--- src/rtl/scale_engine_fsm_if.sv ---
// scale_engine_fsm_if: source RAM read port and framebuffer write port of the scaling engine
interface scale_engine_fsm_if #(
  parameter int SRC_AW = 15,
  parameter int DST_AW = 19,
  parameter int PIX_W  = 8
);
  logic [SRC_AW-1:0] src_addr;
  logic [PIX_W-1:0]  src_rdata;
  logic [DST_AW-1:0] dst_addr;
  logic [PIX_W-1:0]  dst_wdata;
  logic              dst_we;
  logic              dst_ready;
  modport master (output src_addr, dst_addr, dst_wdata, dst_we, input src_rdata, dst_ready);
  modport slave  (input src_addr, dst_addr, dst_wdata, dst_we, output src_rdata, dst_ready);
endinterface

--- src/rtl/scale_engine_fsm.sv ---
// scale_engine_fsm: walks the destination frame, resampling the source image by zoom/algorithm into the framebuffer
module scale_engine_fsm #(
  parameter int SRC_W  = 160,
  parameter int SRC_H  = 120,
  parameter int DST_W  = 640,
  parameter int DST_H  = 480,
  parameter int SRC_AW = 15,
  parameter int DST_AW = 19,
  parameter int PIX_W  = 8
) (
  input  logic                      clk,
  input  logic                      reset,
  input  logic                      start_pulse_in,
  input  logic [1:0]                algorithm_select_in,
  input  logic [2:0]                zoom_level_in,
  output logic                      processing_done_out,
  output logic                      busy_out,
  scale_engine_fsm_if.master        bus
);
  localparam int CW = 16;
  localparam logic [CW-1:0] SW0 = CW'(SRC_W);
  localparam logic [CW-1:0] SH0 = CW'(SRC_H);
  localparam logic [CW-1:0] XL  = CW'(DST_W - 1);
  localparam logic [CW-1:0] YL  = CW'(DST_H - 1);
  typedef enum logic [2:0] {IDLE, SETUP, READ, ACC, WRITE, ADVANCE, DONE} state_t;
  state_t state, nxt;
  logic zin, avg, acc_en, last, wrap, fin, in0, in_next;
  logic [1:0] k, i, j, fm1, ni, nj;
  logic [2:0] sft;
  logic [CW-1:0] x, y, nx, ny, sw, sh;
  logic [11:0] sum, tot;
  logic [SRC_AW-1:0] src_addr;
  logic [DST_AW-1:0] dst_addr;
  logic [PIX_W-1:0] dst_wdata;

  function automatic logic [SRC_AW-1:0] saddr(input logic [CW-1:0] px, py, input logic [1:0] pi, pj);
    logic [CW-1:0] bx, by;
    bx = (zin ? px >> k : px << k) + CW'(pi);
    by = (zin ? py >> k : py << k) + CW'(pj);
    return SRC_AW'(by) * SRC_AW'(SRC_W) + SRC_AW'(bx);
  endfunction

  assign fm1     = (2'd1 << k) - 2'd1;
  assign last    = !avg || (i == fm1 && j == fm1);
  assign ni      = i == fm1 ? 2'd0 : i + 2'd1;
  assign nj      = i == fm1 ? j + 2'd1 : j;
  assign wrap    = x == XL;
  assign fin     = wrap && y == YL;
  assign nx      = wrap ? '0 : x + CW'(1);
  assign ny      = wrap ? y + CW'(1) : y;
  assign sw      = zin ? SW0 << k : SW0 >> k;
  assign sh      = zin ? SH0 << k : SH0 >> k;
  assign in0     = sw != '0 && sh != '0;
  assign in_next = nx < sw && ny < sh;
  // block average divides by f*f = 2^(2k); single reads pass through unshifted
  assign sft     = avg ? {k, 1'b0} : 3'd0;
  assign tot     = sum + 12'(bus.src_rdata);
  assign bus.src_addr  = src_addr;
  assign bus.dst_addr  = dst_addr;
  assign bus.dst_wdata = dst_wdata;

  always_ff @(posedge clk or posedge reset)
    if (reset) state <= IDLE;
    else state <= nxt;

  always_comb begin
    nxt = state;
    case (state)
      IDLE:    nxt = start_pulse_in ? SETUP : IDLE;
      SETUP:   nxt = in0 ? READ : WRITE;
      READ:    nxt = last ? ACC : READ;
      ACC:     nxt = WRITE;
      WRITE:   nxt = bus.dst_ready ? ADVANCE : WRITE;
      ADVANCE: nxt = fin ? DONE : in_next ? READ : WRITE;
      DONE:    nxt = start_pulse_in ? SETUP : DONE;
      default: nxt = IDLE;
    endcase
    processing_done_out = state == DONE;
    busy_out            = state != IDLE && state != DONE;
    bus.dst_we          = state == WRITE;
  end

  always_ff @(posedge clk or posedge reset)
    if (reset) begin
      zin       <= 1'b0;
      avg       <= 1'b0;
      k         <= '0;
      x         <= '0;
      y         <= '0;
      i         <= '0;
      j         <= '0;
      sum       <= '0;
      acc_en    <= 1'b0;
      src_addr  <= '0;
      dst_addr  <= '0;
      dst_wdata <= '0;
    end else case (state)
      IDLE, DONE: if (start_pulse_in) begin
        zin <= zoom_level_in >= 3'd2;
        avg <= zoom_level_in < 3'd2 && algorithm_select_in == 2'b01;
        k   <= (zoom_level_in == 3'd0 || zoom_level_in == 3'd4) ? 2'd2 :
               (zoom_level_in == 3'd1 || zoom_level_in == 3'd3) ? 2'd1 : 2'd0;
        x   <= '0;
        y   <= '0;
      end
      SETUP: begin
        i         <= '0;
        j         <= '0;
        sum       <= '0;
        acc_en    <= 1'b0;
        dst_addr  <= '0;
        dst_wdata <= '0;
        src_addr  <= saddr('0, '0, 2'd0, 2'd0);
      end
      READ: begin
        // data of the previous cycle's address arrives now; the first cycle has none yet
        acc_en <= 1'b1;
        if (acc_en) sum <= tot;
        if (!last) begin
          i        <= ni;
          j        <= nj;
          src_addr <= saddr(x, y, ni, nj);
        end
      end
      ACC: dst_wdata <= PIX_W'(tot >> sft);
      ADVANCE: if (!fin) begin
        x         <= nx;
        y         <= ny;
        dst_addr  <= dst_addr + DST_AW'(1);
        i         <= '0;
        j         <= '0;
        sum       <= '0;
        acc_en    <= 1'b0;
        dst_wdata <= '0;
        if (in_next) src_addr <= saddr(nx, ny, 2'd0, 2'd0);
      end
      default: ;
    endcase
endmodule
--- src/flat_wrapper.sv ---
// flat-port wrapper written by rule: the top's interface ports become plain ports
module scale_engine_fsm_flat 
#(
  parameter int SRC_W  = 160,
  parameter int SRC_H  = 120,
  parameter int DST_W  = 640,
  parameter int DST_H  = 480,
  parameter int SRC_AW = 15,
  parameter int DST_AW = 19,
  parameter int PIX_W  = 8
)
  (clk, reset, start_pulse_in, algorithm_select_in, zoom_level_in, processing_done_out, busy_out, bus_src_addr, bus_dst_addr, bus_dst_wdata, bus_dst_we, bus_src_rdata, bus_dst_ready);
  scale_engine_fsm_if #(.SRC_AW(SRC_AW), .DST_AW(DST_AW), .PIX_W(PIX_W)) bus_i ();
  input  logic clk;
  input  logic reset;
  input  logic start_pulse_in;
  input  logic [1:0] algorithm_select_in;
  input  logic [2:0] zoom_level_in;
  output logic processing_done_out;
  output logic busy_out;
  output wire logic [$bits(bus_i.src_addr)-1:0] bus_src_addr;
  output wire logic [$bits(bus_i.dst_addr)-1:0] bus_dst_addr;
  output wire logic [$bits(bus_i.dst_wdata)-1:0] bus_dst_wdata;
  output wire logic [$bits(bus_i.dst_we)-1:0] bus_dst_we;
  input wire logic [$bits(bus_i.src_rdata)-1:0] bus_src_rdata;
  input wire logic [$bits(bus_i.dst_ready)-1:0] bus_dst_ready;
  assign bus_src_addr = bus_i.src_addr;
  assign bus_dst_addr = bus_i.dst_addr;
  assign bus_dst_wdata = bus_i.dst_wdata;
  assign bus_dst_we = bus_i.dst_we;
  assign bus_i.src_rdata = bus_src_rdata;
  assign bus_i.dst_ready = bus_dst_ready;
  scale_engine_fsm #(.SRC_W(SRC_W), .SRC_H(SRC_H), .DST_W(DST_W), .DST_H(DST_H), .SRC_AW(SRC_AW), .DST_AW(DST_AW), .PIX_W(PIX_W)) u_core (.clk(clk), .reset(reset), .start_pulse_in(start_pulse_in), .algorithm_select_in(algorithm_select_in), .zoom_level_in(zoom_level_in), .processing_done_out(processing_done_out), .busy_out(busy_out), .bus(bus_i));
endmodule
--- config.mk ---
export PLATFORM = sky130hd
export DESIGN_NAME = scale_engine_fsm_flat
export DESIGN_NICKNAME = d
export VERILOG_FILES = /design/src/rtl/scale_engine_fsm_if.sv /design/src/rtl/scale_engine_fsm.sv /design/src/flat_wrapper.sv
export SDC_FILE = /design/constraint.sdc
export NUM_CORES = 1
export LEC_CHECK = 0
export BUFFER_PORTS_ARGS = -buffer_cell sky130_fd_sc_hd__clkbuf_2
export CAP_MARGIN = 0
export CORE_UTILIZATION = 62
export CTS_BUF_LIST = sky130_fd_sc_hd__clkbuf_4
export CTS_CLUSTER_DIAMETER = 120
export DETAILED_ROUTE_END_ITERATION = 6
export PLACE_DENSITY = 0.81
export SYNTH_ARGS = -nofsm -noshare
export SYNTH_HDL_FRONTEND = slang
export SYNTH_SLANG_ARGS = --single-unit
export TNS_END_PERCENT = 30
--- constraint.sdc ---
create_clock -name clk -period 9.35 [get_ports clk]
set_input_delay 1.4025 -clock clk [delete_from_list [all_inputs] [get_ports clk]]
set_output_delay 1.4025 -clock clk [all_outputs]
set_load 0.01 [all_outputs]
==> impl_metrics.ini, run 1 <==
[grt]
track_usage_pct = 34.8
grt.overflow.total = 0
antenna_found_initial = 0
first_global_vias = 9352
grt_first_pass_wirelength_um = 49400
grt_max_degree = 80

[critical_path]
critPathRequiredTime_ps = 9750
startpoint_type = flop
path_cells = ha_1, and4_1, nand4_1, or3_1, xnor2_1, ha_1, a21oi_1, o22ai_1, nor3_1, o211ai_1, nor3_1, nor4b_1, nand2_1, a21oi_1, mux2_2
max_stage_delay_ps = 1040
cp_num_buf_inv = 0
critPathSlowestCell = a21oi_1
critical_path.top_delay_family = simple AND/OR/NAND/NOR gates
worst_setup_path_end_kind = flop
critical_path.startpoint = u_core.x[0]
timing.rr.start = u_core.x[0]
cp_max_fo = 13
worstSetupPathType = flop to flop
crit_arrival_ps = 6360

[synth]
ys_ff_latch = 98
synth_xor_area_share_pct = 7.89
synth_top_family_by_area = compound AO/OA/AOI/OAI gates
syn_nets = 1465
yosys_warnings = 0
syn_inst = 1365
yosys.area_share.simple_pct = 20.9
synth_fa_ha_area_share_pct = 10.0
synth_ff_type = dfrtp_1
async_reset_ff_share_pct = 100
synth_cell_types = 74
syn_avg_cell_area_um2 = 7.91
synth_edf_count = 0
syn_area_um2 = 10800
synth_compound_area_share_pct = 22.0
synthMuxAreaShare_pct = 10.3
seq_area_frac_synth_pct = 22.7

[detailed_routing]
via_per_inst = 6.75
vias = 10500
dr.pass1.iters = 6
wire_per_inst_um = 19.7
drc = 0
drt_iter0_drc = 1360
routed_wl_um = 30700
ant_nets = 0

[timing]
finalSetupViolations = 0
finClkSkew_ps = 13.7
fmax_ghz = 0.168
fin_crit_sh_pct = 63.7
worstMarginPinSlew_ps = 1220
period_needed_ps = 5960
slew_viol_final = 0
finalHoldViolations = 0
relSlewSlack_pct = 18.6
fin_tns_setup_ps = 0
rsz0062_at_grt = false

[clock_network]
numClockSinks = 98
clock_path_buffers = 2
cts_inserted_buffers = 9
hold_buffers = 0
cts_setup_buffers = 0
clk_pin_slew_ps = 180
cts-resized-gates = 0
clk_latency_ps = 500
cts.htree.levels = 3
tritoncts = done
cts-root-buf = clkbuf_4

[placement]
placed_area_um2 = 11000
hpwl_um = 22100
numPortBuffers = 61
gp_congestion = 0.940

[layout]
layout_common_cells = 143 x nor2_1, 136 x nand2_1, 102 x o21ai_0
fin_nets = 1435
fill_cells = 1438
register_area_um2 = 2460
layout_commonest_cell = nor2_1
multi_input_area_um2 = 7680
post-route-cell-area_um2 = 11200
drive_gt1_share_pct = 10.4
n_antenna_cell = 0
synthToLayoutAreaGrowth_pct = 3.37

[worst_hold_path]
hp-class = flop to flop
worstHoldStart = u_core.sum[7]

[floorplan]
coreArea_um2 = 16800
die_h_um = 134
start_util_pct = 64.2
rows = 47
io_pins = 62
die_area_um2 = 17900
fp.dieW_um = 134

[power_and_ir_drop]
p_seq_share_pct = 20.7
internal_power_uw = 1470
pwr-share-comb_pct = 71.2
power_density_nw_per_um2 = 292
clkPwrFrac_pct = 8.1
p_sw_share_pct = 54.8
peakVddDrop_uv = 187
leakage_uw = 0.00498
p_sw_uw = 1790

[run]
cap_viol_max_count = 0

[run_status]
status = complete, no violations
## area by class of cell
class | count | share of cell area [%]
Multi-Input combinational cell | 1105 | 68.9
Sequential cell | 98 | 22.1
Timing Repair Buffer | 72 | 3.48
Tap cell | 220 | 2.47
Inverter | 49 | 1.67
Clock inverter | 7 | 0.863
Clock buffer | 9 | 0.605
## tightest hold or removal path, stage by stage (launching register included)
cell,delay [ps]
dfrtp_1,380
nand2_1,50
nand2_1,50
## per-layer routing
metal | wire (um) | up-vias | global-route usage (%) | share of wire [%]
li1 | - | 4924 | - | -
met2 | 13300 | 589 | 51.1 | 43
met4 | 1350 | 0 | 16.0 | 4.4
met5 | 0 | - | 0 | 0
met1 | 13300 | 4937 | 50.3 | 43
met3 | 2800 | 75 | 5.37 | 9.1
## path summary, 6_finish.rpt
path / slack (ps) / cells after the start / endpoint
worst max-delay path: 3390 / 15 / u_core.bus.src_addr[9]
worst min-delay path: 490 / 2 / u_core.sum[7]
worst max register to register: 3390 / 15 / u_core.bus.src_addr[9]
worst min register to register: 490 / 2 / u_core.sum[7]
max in group asynchronous: 7310 / 3 / u_core.x[0]
min in group asynchronous: 990 / 2 / u_core.acc_en
## registers in the layout, indices dropped and copies added (netlist names)
| signal | flops |
|---|---|
| u_core.bus.dst_addr | 19 |
| u_core.avg | 1 |
| u_core.bus.src_addr | 15 |
| u_core.k | 2 |
| u_core.x | 16 |
| u_core.bus.dst_wdata | 8 |
| u_core.zin | 1 |
| u_core.acc_en | 1 |
| u_core.y | 16 |
| u_core.state | 3 |
| u_core.i | 2 |
| u_core.sum | 12 |
| u_core.j | 2 |
## Yosys cell counts (4+ instances only)
library cell | instances | area (um2)
o41ai_1 | 4 | 35.0
xor2_1 | 38 | 333
o21a_1 | 10 | 75.1
nand3_1 | 49 | 245
fa_1 | 6 | 120
a211oi_1 | 21 | 158
a211o_1 | 5 | 43.8
a22o_1 | 5 | 43.8
mux2i_1 | 36 | 360
nand2_1 | 136 | 510
nand2b_1 | 12 | 75.1
o211ai_1 | 17 | 128
nand4_1 | 26 | 163
nor4_1 | 13 | 81.3
o21bai_1 | 10 | 75.1
nor2_1 | 143 | 537
o32ai_1 | 5 | 43.8
o31ai_1 | 12 | 90.1
a21oi_1 | 89 | 445
o311ai_0 | 4 | 35.0
a21o_1 | 23 | 173
ha_1 | 77 | 963
and2_1 | 6 | 37.5
o22ai_1 | 13 | 81.3
mux2_1 | 8 | 90.1
nor3_1 | 30 | 150
buf_1 | 20 | 75.1
nand3b_1 | 6 | 45.0
and4_1 | 6 | 52.6
xnor2_1 | 51 | 447
clkbuf_1 | 73 | 274
and3_1 | 15 | 93.8
o221ai_1 | 6 | 52.6
or3_1 | 12 | 75.1
nor3b_1 | 4 | 30.0
inv_1 | 49 | 184
o21ai_0 | 102 | 510
nor2b_1 | 9 | 56.3
mux4_2 | 22 | 495
mux2_2 | 15 | 169
a31oi_1 | 13 | 81.3
buf_2 | 13 | 65.1
dfrtp_1 | 98 | 2450
## power by group through the flow
stage,Sequential (uW),Combinational [uW],Clock (uW)
6_report,674,2320,263
3_5_place_dp,676,2260,0
5_1_grt,695,2530,280
4_1_cts,668,2280,267
2_1_floorplan,579,1770,0
3_3_place_gp,672,2210,0
## through the flow
stage	std cells	hold slack [ps]	power, uW	setup slack [ps]	utilization, %
global placement	1544	464	2890	3770	65.4
finish	1560	492	3260	3390	66.4
detailed placement	1544	461	2930	3540	65.4
CTS	1560	498	3210	3520	66.4
floorplan	1365	443	2350	3440	-
global route	1560	537	3510	2990	66.4
## cells by family (layout without fill, tap and decap cells)
kind of cell | Yosys count | after routing
adders and majority gates | 83 | 83
AOI/OAI and AO/OA | 372 | 372
xor gates and xnor gates | 92 | 92
buffers and inverters | 162 | 137
and+or+nand+nor | 477 | 477
DFF | 98 | 98
muxes | 81 | 81
No activity file was read; power rests on OpenSTA's default activity.
==> run 2, diff against run 1 <==
CORE_UTILIZATION = 58   (was 62)
PLACE_DENSITY = 0.79   (was 0.81)
clock period = 5.2 ns   (was 9.35 ns; I/O delays follow)
==> run 2 against run 1 <==
Compared with the run above: the flow now finishes with violations (DRC); worst setup slack worse by 3200 ps; final cell count is 4.7% higher; sequential share of layout area is 1.2 points lower; combinational power is 94% higher; clock skew is 8.1 ps higher; utilization is 0.88 points lower; sequential power is 65% higher; register-to-register slack worse by 3200 ps; first-iteration DRC count is 4.5% lower; non-clock buffer count is 65 higher; fmax is 19% higher; critical path type unchanged; largest power group unchanged.
==> impl_metrics.ini, run 2 (synthesis gave the netlist of run 1 again) <==
[clock_network]
cts_inserted_buffers = 9
clock_path_buffers = 2
cts-root-buf = clkbuf_4
numClockSinks = 98
clk_latency_ps = 510
cts.htree.levels = 3
clk_pin_slew_ps = 160
tritoncts = done

[detailed_routing]
dr_wl_met3_um = 2710
dr.pass1.iters = 7
drc = 10
routed.top_layer = met4
ant_nets = 0
drt_iter0_drc = 1299
wire_per_inst_um = 19.8
routed_wl_um = 32300
met2_length_um = 14800
met1_length_um = 13800
via_per_inst = 6.55
vias = 10700

[critical_path]
max_stage_delay_ps = 580
critPathRequiredTime_ps = 5600
path_cells = and2_1, nand4_1, nor4_2, xnor2_1, a21oi_1, mux4_2, ha_1, ha_1, inv_1, o21bai_1, a21oi_1, xnor2_1, ha_1, a21oi_1, o21ai_1, xor2_1, xnor3_1, a221o_1
rrSetupSlack_ps = 190
worstSetupPathType = flop to flop
startpoint_type = flop
cp_num_buf_inv = 1
worst_setup_path_end_kind = flop
crit_arrival_ps = 5400
cp_max_fo = 9
critPathSlowestCell = dfrtp_1
critical_path.top_delay_family = simple AND/OR/NAND/NOR gates

[layout]
drive_gt1_share_pct = 16.6
synthToLayoutAreaGrowth_pct = 9.69
post-route-cell-area_um2 = 11800
n_antenna_cell = 0
reg_top3 = u_core.bus.dst_addr: 19 flops, u_core.x: 16 flops, u_core.y: 16 flops
layout_commonest_cell = nor2_1
largest_reg_flops = 19
fin_nets = 1500
fill_cells = 1505
postLayoutCoreUtil_pct = 65.5
largest-register = u_core.bus.dst_addr
layout_common_cells = 137 x nor2_1, 136 x nand2_1, 100 x o21ai_0

[floorplan]
io_pins = 62
fp.dieW_um = 138
coreArea_um2 = 18100
rows = 49
die_h_um = 138
start_util_pct = 59.7
die_area_um2 = 19200

[power_and_ir_drop]
p_seq_share_pct = 18.1
pwr-share-comb_pct = 73.4
internal_power_uw = 2910
leakage_uw = 0.00535
clkPwrFrac_pct = 8.5
peakVddDrop_uv = 237
power_density_nw_per_um2 = 518
p_sw_uw = 3220
p_sw_share_pct = 52.6

[timing]
fmax_ghz = 0.200
slew_viol_final = 0
period_needed_ps = 5010
worstMarginPinSlew_ps = 1090
finalSetupViolations = 0
relSlewSlack_pct = 27.1
finalHoldViolations = 0
fin_crit_sh_pct = 96.3
finClkSkew_ps = 21.9

[run]
cap_viol_max_count = 0

[grt]
grt.overflow.total = 0
antenna_found_initial = 0
track_usage_pct = 33.9
grt_first_pass_wirelength_um = 52100
first_global_vias = 9951
grt_max_degree = 65

[placement]
numPortBuffers = 61
placed_area_um2 = 11400
hpwl_um = 23400
gp_congestion = 0.949

[run_status]
status = finished with violations
violations = DRC

[worst_hold_path]
hp-class = primary input to async pin
## run 2: layout make-up
| cell class | instances | area, um2 | share of cell area (%) |
|---|---|---|---|
| Clock buffer | 9 | 67.6 | 0.571 |
| Clock inverter | 6 | 114 | 0.962 |
| Sequential cell | 98 | 2470 | 20.8 |
| Inverter | 49 | 186 | 1.57 |
| Tap cell | 229 | 287 | 2.42 |
| Timing Repair Buffer | 137 | 883 | 7.46 |
| Multi-Input combinational cell | 1105 | 7840 | 66.2 |
## run 2: worst paths after layout
kind,to,start,depth (start not counted)
max in group asynchronous,u_core.y[4],reset,3
worst min-delay path,u_core.k[0],reset,2
min in group clk,u_core.k[1],zoom_level_in[0],2
worst max-delay path,u_core.bus.src_addr[14],u_core.y[3],18
worst max register to register,u_core.bus.src_addr[14],u_core.y[3],18
worst min register to register,u_core.sum[7],u_core.sum[7],2
## run 2: stage by stage
stage / TNS (ps) / worst slack [ps] / std cells / hold WS, ps / power, uW
after CTS: 0 / 22.9 / 1622 / 366 / 5940
final: 0 / 192 / 1633 / 354 / 6130
after floorplan: 0 / 6.94 / 1365 / 443 / 4250
after global routing: -83.7 / -57.9 / 1633 / 389 / 6620
after global placement: 0 / 86.7 / 1607 / 456 / 5300
after detailed placement: -47.5 / -47.5 / 1607 / 464 / 5380
## run 2: timing repair
action | CTS | global route
cloned | 0 | 0
resized for setup | 2 | 37
endpoints found under the setup margin | 1 | 4
hold buffers | 0 | 0
buffers inserted | 0 | 11
pin swaps | 0 | 10
## run 2: power by group through the flow
stage	Clock, uW	Combinational, uW	Sequential (uW)
finish	521	4500	1110
global route	556	4920	1140
global placement	0	4170	1130
detailed placement	0	4240	1140
CTS	531	4290	1120
floorplan	0	3210	1040
## run 2: metal layers
metal | track usage, % | vias up
met5 | 0 | -
met4 | 13.8 | 0
met3 | 6.23 | 81
met2 | 52.6 | 534
met1 | 46.7 | 5061
li1 | - | 5024
